$ cat src/rtl/stim_timestep_gen.sv
// ---------------------------------------------------------------------------
// stim_timestep_gen
//
// Stimulus and timestep scheduler for a neuron tile. Once launched with `go`,
// it waits a fixed lead time. It then emits a one-cycle `start` pulse every
// `interval` cycles, for `num_steps` timesteps. With num_steps = 0 it
// free-runs until `stop`. Each `start` carries a per-axon spike vector. Each
// channel i fires once every `period[i]` steps, first on step period-1.
//
// Parameters:
//   NUM_AXONS          number of spike channels
//   AXON_CNT_BIT_WIDTH width of cfg_addr (>= clog2(NUM_AXONS))
//   PERIOD_WIDTH       width of each channel period register
//   INTERVAL_WIDTH     width of the interval input
//   STEP_WIDTH         width of num_steps / step_idx
//   LEAD_CYCLES        cycles from go acceptance to the internal first pulse
//
// Ports:
//   clk, rst           rising-edge clock, asynchronous active-high reset
//   go                 launch a run (accepted in IDLE or DONE)
//   stop               abort a run, return to IDLE (beats go)
//   interval           start-to-start spacing, values below 2 act as 2
//   num_steps          timesteps per run, 0 = free-run
//   cfg_we/addr/data   period register write port, period 0 disables a channel
//   start              one-cycle timestep pulse
//   spike              spike vector, nonzero only together with start
//   step_idx           index of the current / last timestep
//   busy               a run is in progress
//   done               one-cycle pulse after the last step of a finite run
//
// Optional feature macro: STIM_LFSR_EN
//   When defined, a 16-bit Fibonacci LFSR (taps 16,14,13,11, seed 16'hACE1)
//   advances once per pulse. A channel whose period is all-ones then fires
//   randomly from LFSR bit (i mod 16) instead of counting.
//
// All outputs are registered from the FSM state of the previous cycle. The
// visible start therefore trails the internal PULSE state by one cycle. This
// puts the first start LEAD_CYCLES+1 cycles after the go edge. `stop` clears
// the outputs directly, so busy drops on the cycle right after stop.
// ---------------------------------------------------------------------------
module stim_timestep_gen #(
    parameter int NUM_AXONS          = 2,
    parameter int AXON_CNT_BIT_WIDTH = 1,
    parameter int PERIOD_WIDTH       = 8,
    parameter int INTERVAL_WIDTH     = 16,
    parameter int STEP_WIDTH         = 16,
    parameter int LEAD_CYCLES        = 4
) (
    input  logic                          clk,
    input  logic                          rst,
    input  logic                          go,
    input  logic                          stop,
    input  logic [INTERVAL_WIDTH-1:0]     interval,
    input  logic [STEP_WIDTH-1:0]         num_steps,
    input  logic                          cfg_we,
    input  logic [AXON_CNT_BIT_WIDTH-1:0] cfg_addr,
    input  logic [PERIOD_WIDTH-1:0]       cfg_data,
    output logic                          start,
    output logic [NUM_AXONS-1:0]          spike,
    output logic [STEP_WIDTH-1:0]         step_idx,
    output logic                          busy,
    output logic                          done
);

    // LEAD_CYCLES = 0 behaves like 1, so the load value never underflows.
    localparam int LEAD_LOAD = (LEAD_CYCLES > 0) ? LEAD_CYCLES - 1 : 0;
    localparam int LEAD_W    = (LEAD_LOAD > 0) ? $clog2(LEAD_LOAD + 1) : 1;

    typedef enum logic [2:0] {
        S_IDLE,
        S_LEAD,
        S_PULSE,
        S_WAIT,
        S_DONE
    } state_t;

    state_t                    state;
    logic [LEAD_W-1:0]         lead_cnt;
    logic [INTERVAL_WIDTH-1:0] interval_q;
    logic [INTERVAL_WIDTH-1:0] wait_cnt;
    logic [STEP_WIDTH-1:0]     steps_q;
    logic [STEP_WIDTH-1:0]     step;
    logic                      done_first;

    logic [PERIOD_WIDTH-1:0]   period_q [NUM_AXONS];
    logic [PERIOD_WIDTH-1:0]   cnt_q    [NUM_AXONS];

    logic                      go_accept;
    logic [NUM_AXONS-1:0]      wr_hit;
    logic [NUM_AXONS-1:0]      rand_ch;
    logic [NUM_AXONS-1:0]      spike_next;

`ifdef STIM_LFSR_EN
    logic [15:0]               lfsr;
    logic                      lfsr_fb;
`endif

    // Launch decode, write-address decode and the spike vector for the
    // current PULSE.
    always_comb begin
        go_accept  = go && !stop && (state == S_IDLE || state == S_DONE);
        wr_hit     = '0;
        rand_ch    = '0;
        spike_next = '0;
`ifdef STIM_LFSR_EN
        lfsr_fb    = lfsr[0] ^ lfsr[2] ^ lfsr[3] ^ lfsr[5];
`endif
        for (int i = 0; i < NUM_AXONS; i++) begin
            wr_hit[i]     = cfg_we && (cfg_addr == AXON_CNT_BIT_WIDTH'(i));
            spike_next[i] = (period_q[i] != '0) && (cnt_q[i] == PERIOD_WIDTH'(1));
`ifdef STIM_LFSR_EN
            if (period_q[i] == '1) begin
                rand_ch[i]    = 1'b1;
                spike_next[i] = lfsr[4'(i % 16)];
            end
`endif
        end
    end

    // Period registers. Addresses with no matching channel never hit, so
    // out-of-range writes are dropped.
    always_ff @(posedge clk or posedge rst) begin
        if (rst) begin
            for (int i = 0; i < NUM_AXONS; i++) begin
                period_q[i] <= '0;
            end
        end else begin
            for (int i = 0; i < NUM_AXONS; i++) begin
                if (wr_hit[i]) begin
                    period_q[i] <= cfg_data;
                end
            end
        end
    end

    // Per-channel down-counters. A write only reaches a counter that is
    // currently disabled, or one being launched in the same cycle as go.
    // Running counts pick up new periods at their next reload.
    always_ff @(posedge clk or posedge rst) begin
        if (rst) begin
            for (int i = 0; i < NUM_AXONS; i++) begin
                cnt_q[i] <= '0;
            end
        end else begin
            for (int i = 0; i < NUM_AXONS; i++) begin
                if (go_accept) begin
                    cnt_q[i] <= wr_hit[i] ? cfg_data : period_q[i];
                end else if (wr_hit[i] && period_q[i] == '0) begin
                    cnt_q[i] <= cfg_data;
                end else if (state == S_PULSE && period_q[i] != '0 && !rand_ch[i]) begin
                    if (cnt_q[i] > PERIOD_WIDTH'(1)) begin
                        cnt_q[i] <= cnt_q[i] - 1'b1;
                    end else begin
                        cnt_q[i] <= period_q[i];
                    end
                end
            end
        end
    end

`ifdef STIM_LFSR_EN
    // Random source for all-ones channels. It shifts right and feeds back
    // into bit 15, and it advances once per timestep.
    always_ff @(posedge clk or posedge rst) begin
        if (rst) begin
            lfsr <= 16'hACE1;
        end else if (state == S_PULSE) begin
            lfsr <= {lfsr_fb, lfsr[15:1]};
        end
    end
`endif

    // Main FSM plus the registered output stage. Outputs reflect the state
    // held during this cycle, and stop clears them at once.
    always_ff @(posedge clk or posedge rst) begin
        if (rst) begin
            state      <= S_IDLE;
            lead_cnt   <= '0;
            interval_q <= '0;
            wait_cnt   <= '0;
            steps_q    <= '0;
            step       <= '0;
            done_first <= 1'b0;
            start      <= 1'b0;
            spike      <= '0;
            step_idx   <= '0;
            busy       <= 1'b0;
            done       <= 1'b0;
        end else begin
            start    <= !stop && (state == S_PULSE);
            spike    <= (!stop && state == S_PULSE) ? spike_next : '0;
            busy     <= !stop && (state == S_LEAD || state == S_PULSE || state == S_WAIT);
            done     <= !stop && (state == S_DONE) && done_first;
            step_idx <= step;

            if (stop) begin
                state      <= S_IDLE;
                done_first <= 1'b0;
            end else begin
                case (state)
                    S_IDLE, S_DONE: begin
                        done_first <= 1'b0;
                        if (go) begin
                            interval_q <= (interval < INTERVAL_WIDTH'(2)) ? INTERVAL_WIDTH'(2) : interval;
                            steps_q    <= num_steps;
                            lead_cnt   <= LEAD_W'(LEAD_LOAD);
                            step       <= '0;
                            state      <= S_LEAD;
                        end
                    end
                    S_LEAD: begin
                        if (lead_cnt == '0) begin
                            state <= S_PULSE;
                        end else begin
                            lead_cnt <= lead_cnt - 1'b1;
                        end
                    end
                    S_PULSE: begin
                        if (steps_q != '0 && step == steps_q - 1'b1) begin
                            state      <= S_DONE;
                            done_first <= 1'b1;
                        end else begin
                            // WAIT spans interval-1 cycles, so the pulse
                            // spacing comes out to exactly interval.
                            wait_cnt <= interval_q - INTERVAL_WIDTH'(2);
                            state    <= S_WAIT;
                        end
                    end
                    S_WAIT: begin
                        if (wait_cnt == '0) begin
                            if (step != '1) begin
                                step <= step + 1'b1;
                            end
                            state <= S_PULSE;
                        end else begin
                            wait_cnt <= wait_cnt - 1'b1;
                        end
                    end
                    default: state <= S_IDLE;
                endcase
            end
        end
    end

endmodule
$ cat config.mk
export PLATFORM = sky130hd
export DESIGN_NAME = stim_timestep_gen
export DESIGN_NICKNAME = d
export VERILOG_FILES = /design/src/rtl/stim_timestep_gen.sv
export SDC_FILE = /design/constraint.sdc
export NUM_CORES = 1
export LEC_CHECK = 0
export ABC_CLOCK_PERIOD_IN_PS = 9100
export BUFFER_PORTS_ARGS = -buffer_cell sky130_fd_sc_hd__buf_2
export CAP_MARGIN = 20
export CORE_ASPECT_RATIO = 1.5
export CORE_MARGIN = 1.5
export CORE_UTILIZATION = 64
export CTS_CLUSTER_SIZE = 8
export DETAILED_ROUTE_END_ITERATION = 8
export PLACE_DENSITY = 0.85
export SETUP_SLACK_MARGIN = 0.05
export SLEW_MARGIN = 20
export SYNTH_ARGS = -nofsm -noshare
export SYNTH_HDL_FRONTEND = slang
export SYNTH_SLANG_ARGS = --single-unit
$ cat constraint.sdc
create_clock -name clk -period 9.1 [get_ports clk]
set_clock_uncertainty 0.05 [all_clocks]
set_input_delay 1.82 -clock clk [delete_from_list [all_inputs] [get_ports clk]]
set_output_delay 1.82 -clock clk [all_outputs]
set_load 0.05 [all_outputs]
**Word level (Yosys, flattened, before mapping)**

Index checks and enable logic that the tools add are counted.

- Bits in registers: 123
- Latch bits: 0
- Bits in writable memories: 0
- Memory bits (read-only): 0
- Input port bits: 46
- Output and inout port bits: 21
- Logic and storage cells: 117
- Memories kept: 0

- $add $sub $neg: 7
- Multipliers: 0
- Div/mod/pow operators: 0
- Magnitude comparators: 3
- Equal/unequal tests: 18
- Shifts and indexed selects: 0
- Multiplexer cells: 31
- Bitwise logic cells: 2
- Reduce and logical (&&, ||, !) cells: 40

Operators by type and width:

| operator | number |
|---|---|
| 16-bit 2-to-1 mux | 6 |
| 8-bit 2-to-1 mux | 10 |
| 16-bit case mux with 2 select lines | 2 |
| 16-bit by 1-bit subtractor with 16-bit output, second input constant | 2 |
| 16-bit by 1-bit adder with 16-bit output, second input constant | 1 |
| 16-bit == test | 1 |
| 8-bit by 1-bit == test with 1-bit output, second input constant | 2 |
| 8-bit by 1-bit greater-than comparator with 1-bit output, second input constant | 2 |
| 16-bit zero test | 1 |
| 8-bit zero test | 2 |
| 16-bit by 2-bit < comparator with 1-bit output, second input constant | 1 |
| 16-bit inequality test, second input constant | 1 |
| 16-bit nonzero test | 1 |
| 8-bit nonzero test | 2 |
| 16-bit by 2-bit subtractor with 16-bit output, second input constant | 1 |
| 8-bit by 1-bit subtractor with 8-bit output, second input constant | 2 |
| 1-bit logical AND | 15 |
| 3-bit 2-to-1 mux | 5 |
| 3-bit case mux with 4 select lines | 1 |
| 3-bit by 2-bit inequality test with 1-bit output, second input constant | 3 |
| 3-bit nonzero test | 3 |
| 2-bit inequality test, second input constant | 4 |
| 4-bit AND reduction | 2 |
| 3-bit by 2-bit == test with 1-bit output, second input constant | 2 |
| other kinds (19) | 29 |

**Longest topological paths before layout**

- Word-level depth: 6
- Mapped depth: 12
- Mapped depth without buffers: 10

**Least setup slack after synthesis**

No wires, ideal clock.

- Kind: in2reg
- From: input port stop
- To: register step[15]
- Library setup time: 0.078 ns
- Arrival time: 3.787 ns
- Required time: 8.972 ns
- Setup slack: 5.185 ns
- Stages on the path: 7
- Path buffers: 0
- Cell sequence: or4b_2 > o21ai_0 > nand4b_1 > a41oi_1 > o2111ai_1 > or3_1 > a21oi_1

- Longest elaborated chain between the ends: 2

Ends and longest elaborated chain:

| element | RTL line | RTL |
|---|---|---|
| from (decl) | 52 | `input logic stop,` |
| 1-bit inverter (no line) | - |  |
| 5-bit AND reduction (no line) | - |  |
| to (signal assigned) | 232 | `step <= step + 1'b1;` |
| to (decl) | 82 | `logic [STEP_WIDTH-1:0] step;` |

Every way passes these cells.
A chain may end at the register's enable or synchronous reset.

**Final worst setup path**

Ends and elaborated chain as after synthesis.

==> results_dict.tcl <==
set metrics [dict create \
    outcome "finished, final reports clean" \
    place_congestion 0.9014 \
    design_area_um2 7731 \
    combPwrFrac 0.290 \
    yosys_warnings 0 \
    netlist_top_cells_area "dfrtp_1 (46%), nand2_1 (8.0%), nor2_1 (4.1%)" \
    clock-root-buffer "clkbuf_16" \
    hp-class "flop to flop" \
    cts_hold_buf 0 \
    powerDensity_nw_per_um2 269.5 \
    slew_violations 0 \
    synthesis.area_um2 6739 \
    hpwl_um 11210 \
    synth_top_area_share 0.4567 \
    die_y_um 128.7 \
    r2r_cells 10 \
    fillers 677 \
    grt_pass1_wl_um 27880 \
    vias 5980 \
    path_clk_slew_ns 0.05 \
    h-tree-depth 4 \
    endpoint_kind "flop" \
    crit_path_top_delay_cell "or4b_2" \
    die_width_um 86.79 \
    min_from "lead_cnt[0]" \
    setup_viol 0 \
    tightest_slew_ns 0.9213 \
    firstDrtPassIters 5 \
    cts_buffer_depth 2 \
    crit_path_max_incr_delay_ns 0.62 \
    clock_sinks 123 \
    dieArea_um2 11170 \
    cp.depth 9 \
    whs_ns 0.4330 \
    p_sw_frac 0.3505 \
    cap_violations 0 \
    syn_to_final_growth_pct 14.72 \
    cts_resized 0 \
    placed_area_um2 7151 \
    layout-drive-gt1-share 0.1679 \
    synth_area_per_cell_um2 8.867 \
    synth-simple-area-share 0.2352 \
    drc 0 \
    final_core_util 0.7586 \
    io_pins 67 \
    critPathBufInv 2 \
    regToRegStartpoint "steps_q[0]" \
    p_int_mw 1.353 \
    synth_compound_area_frac 0.1511 \
    sequentialPowerShare 0.400 \
    antenna_found_initial 0 \
    cts_buffers 17 \
    synth.area.mux_share 0.03509 \
    initial_utilization 0.6613 \
    vdd_ir_drop_max_uv 181.3 \
    port_buffers 66 \
    worst_ep_required_time_ns 9.38 \
    wl_um 16640 \
    synth_xor_area_frac 0.06628 \
    fin_nets 871 \
    power_switching_uw 730.2 \
    first_global_vias 6063 \
    syn_nets 816 \
    clk_latency_ns 0.41 \
    fin_crit_ns 4.458 \
    slew_headroom 0.3816 \
    cp_max_fo 56 \
    p_leak_nw 3.520 \
    postRouteAntennaNets 0 \
    syn_inst 760 \
    first_iter_violations 427 \
    ys.flop_type "dfrtp_1" \
    synth_top_family_by_area "simple AND/OR/NAND/NOR gates" \
    viasPerCell 6.171 \
    fp-row-count 45 \
    seq_area_frac_synth 0.4567 \
    wl_per_cell_um 17.18 \
    path_cells "buf_2 -> or4b_2 -> buf_4 -> o21ai_0 -> nand4b_1 -> a41oi_1 -> o2111ai_1 -> or3_1 -> a21oi_1" \
    critPathLaunchType "input port" \
    grt.overflow.total 0 \
    grt_usage 0.3181 \
    fmax_mhz 224.3 \
    core_um2 10190 \
    synth-edff-count 0 \
    yosys.cell_types.count 68 \
    synthAdderAreaFrac 0.01857 \
    cts_tree "built" \
    ys_async_sr_fraction 1.000 \
    pwr-share-clk 0.310 \
    grt_max_degree 84 \
    antenna_cells 0 \
    holdPathStages 1 \
    yosysTopAreaCell "dfrtp_1" \
    postCtsSetupBuffers 0 \
    rsz0062_at_grt "no" \
    finalCritPeriodShare 0.4899 \
    cp-startpoint "stop" \
    hold_violations 0 \
    tns_ns 0 \
    ys_seq_elements 123 \
    path_delay_family "simple AND/OR/NAND/NOR gates" \
    arrival_ns 4.74 \
    crit_type "input port to flop" \
]
[cell families (layout without fill, tap and decap cells)]
logic type      count (synthesis)  count (layout)
simple gates                  340             340
flops                         123             123
mux                            21              21
xor+xnor                       51              51
compound gates                154             154
buf+inv                        61             129
fa+ha+maj                      10              10
[synth_stat cells, types with 5 or more instances]
library cell,count
nand2_1,143
xnor2_1,24
inv_1,22
a21oi_1,31
nor3b_1,5
nand3_1,15
or4_1,7
dfrtp_1,123
o21ai_0,41
clkbuf_1,30
nor3_1,36
mux2_2,17
o211ai_1,8
xor2_1,27
buf_1,5
a31oi_1,9
nor4_1,15
nor2_1,73
a22oi_1,8
a211oi_1,12
o22ai_1,6
or3_1,5
ha_1,10
nand4_1,7
a2bb2oi_1,5
[registers in the layout (all words and copies together) (netlist names), 2 cells and up]
name        cells
lead_cnt        2
period_q       16
cnt_q          16
interval_q     16
step           16
state           3
wait_cnt       16
spike           2
steps_q        16
step_idx       16
[stage by stage]
step | power (mW) | cells | setup WS (ns)
CTS | 2.078 | 969 | 4.664
global route | 2.209 | 969 | 4.428
floorplan | 1.277 | 760 | 3.959
finish | 2.083 | 969 | 4.642
global placement | 1.387 | 937 | 4.386
detailed placement | 1.421 | 937 | 4.264
[power groups by stage]
stage	clock network [mW]	logic [mW]	registers, mW
final	0.646	0.604	0.834
after global routing	0.678	0.680	0.851
after CTS	0.649	0.602	0.826
after detailed placement	0	0.591	0.830
after global placement	0	0.563	0.823
after floorplan	0	0.493	0.784
[layout by cell type (no fill, tap or decap), drive strengths merged, types with 4 or more instances in the layout]
| cell type | instances |
|---|---|
| or2 | 4 |
| inv | 23 |
| ha | 10 |
| and4 | 4 |
| nand3b | 4 |
| or3 | 6 |
| nor3b | 5 |
| xnor2 | 24 |
| dfrtp | 123 |
| a2bb2oi | 5 |
| o211ai | 8 |
| or4 | 7 |
| nor4 | 15 |
| nor2 | 73 |
| clkinv | 5 |
| nand2b | 4 |
| nand3 | 16 |
| a21oi | 31 |
| a22oi | 8 |
| nand2 | 143 |
| a211oi | 12 |
| nand4 | 7 |
| clkbuf | 22 |
| buf | 75 |
| mux2 | 18 |
| xor2 | 27 |
| o22ai | 6 |
| a31oi | 9 |
| nor3 | 36 |
| o21ai | 41 |
[final cells by class]
| class | instances | area, um^2 | area share |
|---|---|---|---|
| Tap cell | 141 | 176.4 | 0.02282 |
| Sequential cell | 123 | 3078 | 0.3981 |
| Inverter | 22 | 85.08 | 0.01101 |
| Multi-Input combinational cell | 576 | 3416 | 0.4418 |
| Clock inverter | 10 | 90.09 | 0.01165 |
| Timing Repair Buffer | 75 | 401.6 | 0.05195 |
| Clock buffer | 22 | 484.2 | 0.06263 |
[metal layers]
layer  global-route usage  wire, um  vias to the layer above
met2               0.5531      8722                      237
met3              0.07056       818                       53
met1               0.3645      6477                     2897
met4               0.1584       624                        0
li1                     -         -                     2793
met5                    0         0                        -
[final timing paths]
check / to / slack [ns]
max: step[15] / 4.64
min: lead_cnt[0] / 0.43
max reg2reg: wait_cnt[14] / 5.26
min reg2reg: lead_cnt[0] / 0.43
max in group asynchronous: interval_q[6] / 6.50
min in group asynchronous: step_idx[2] / 1.39
No activity file was read; power rests on OpenSTA's default activity.
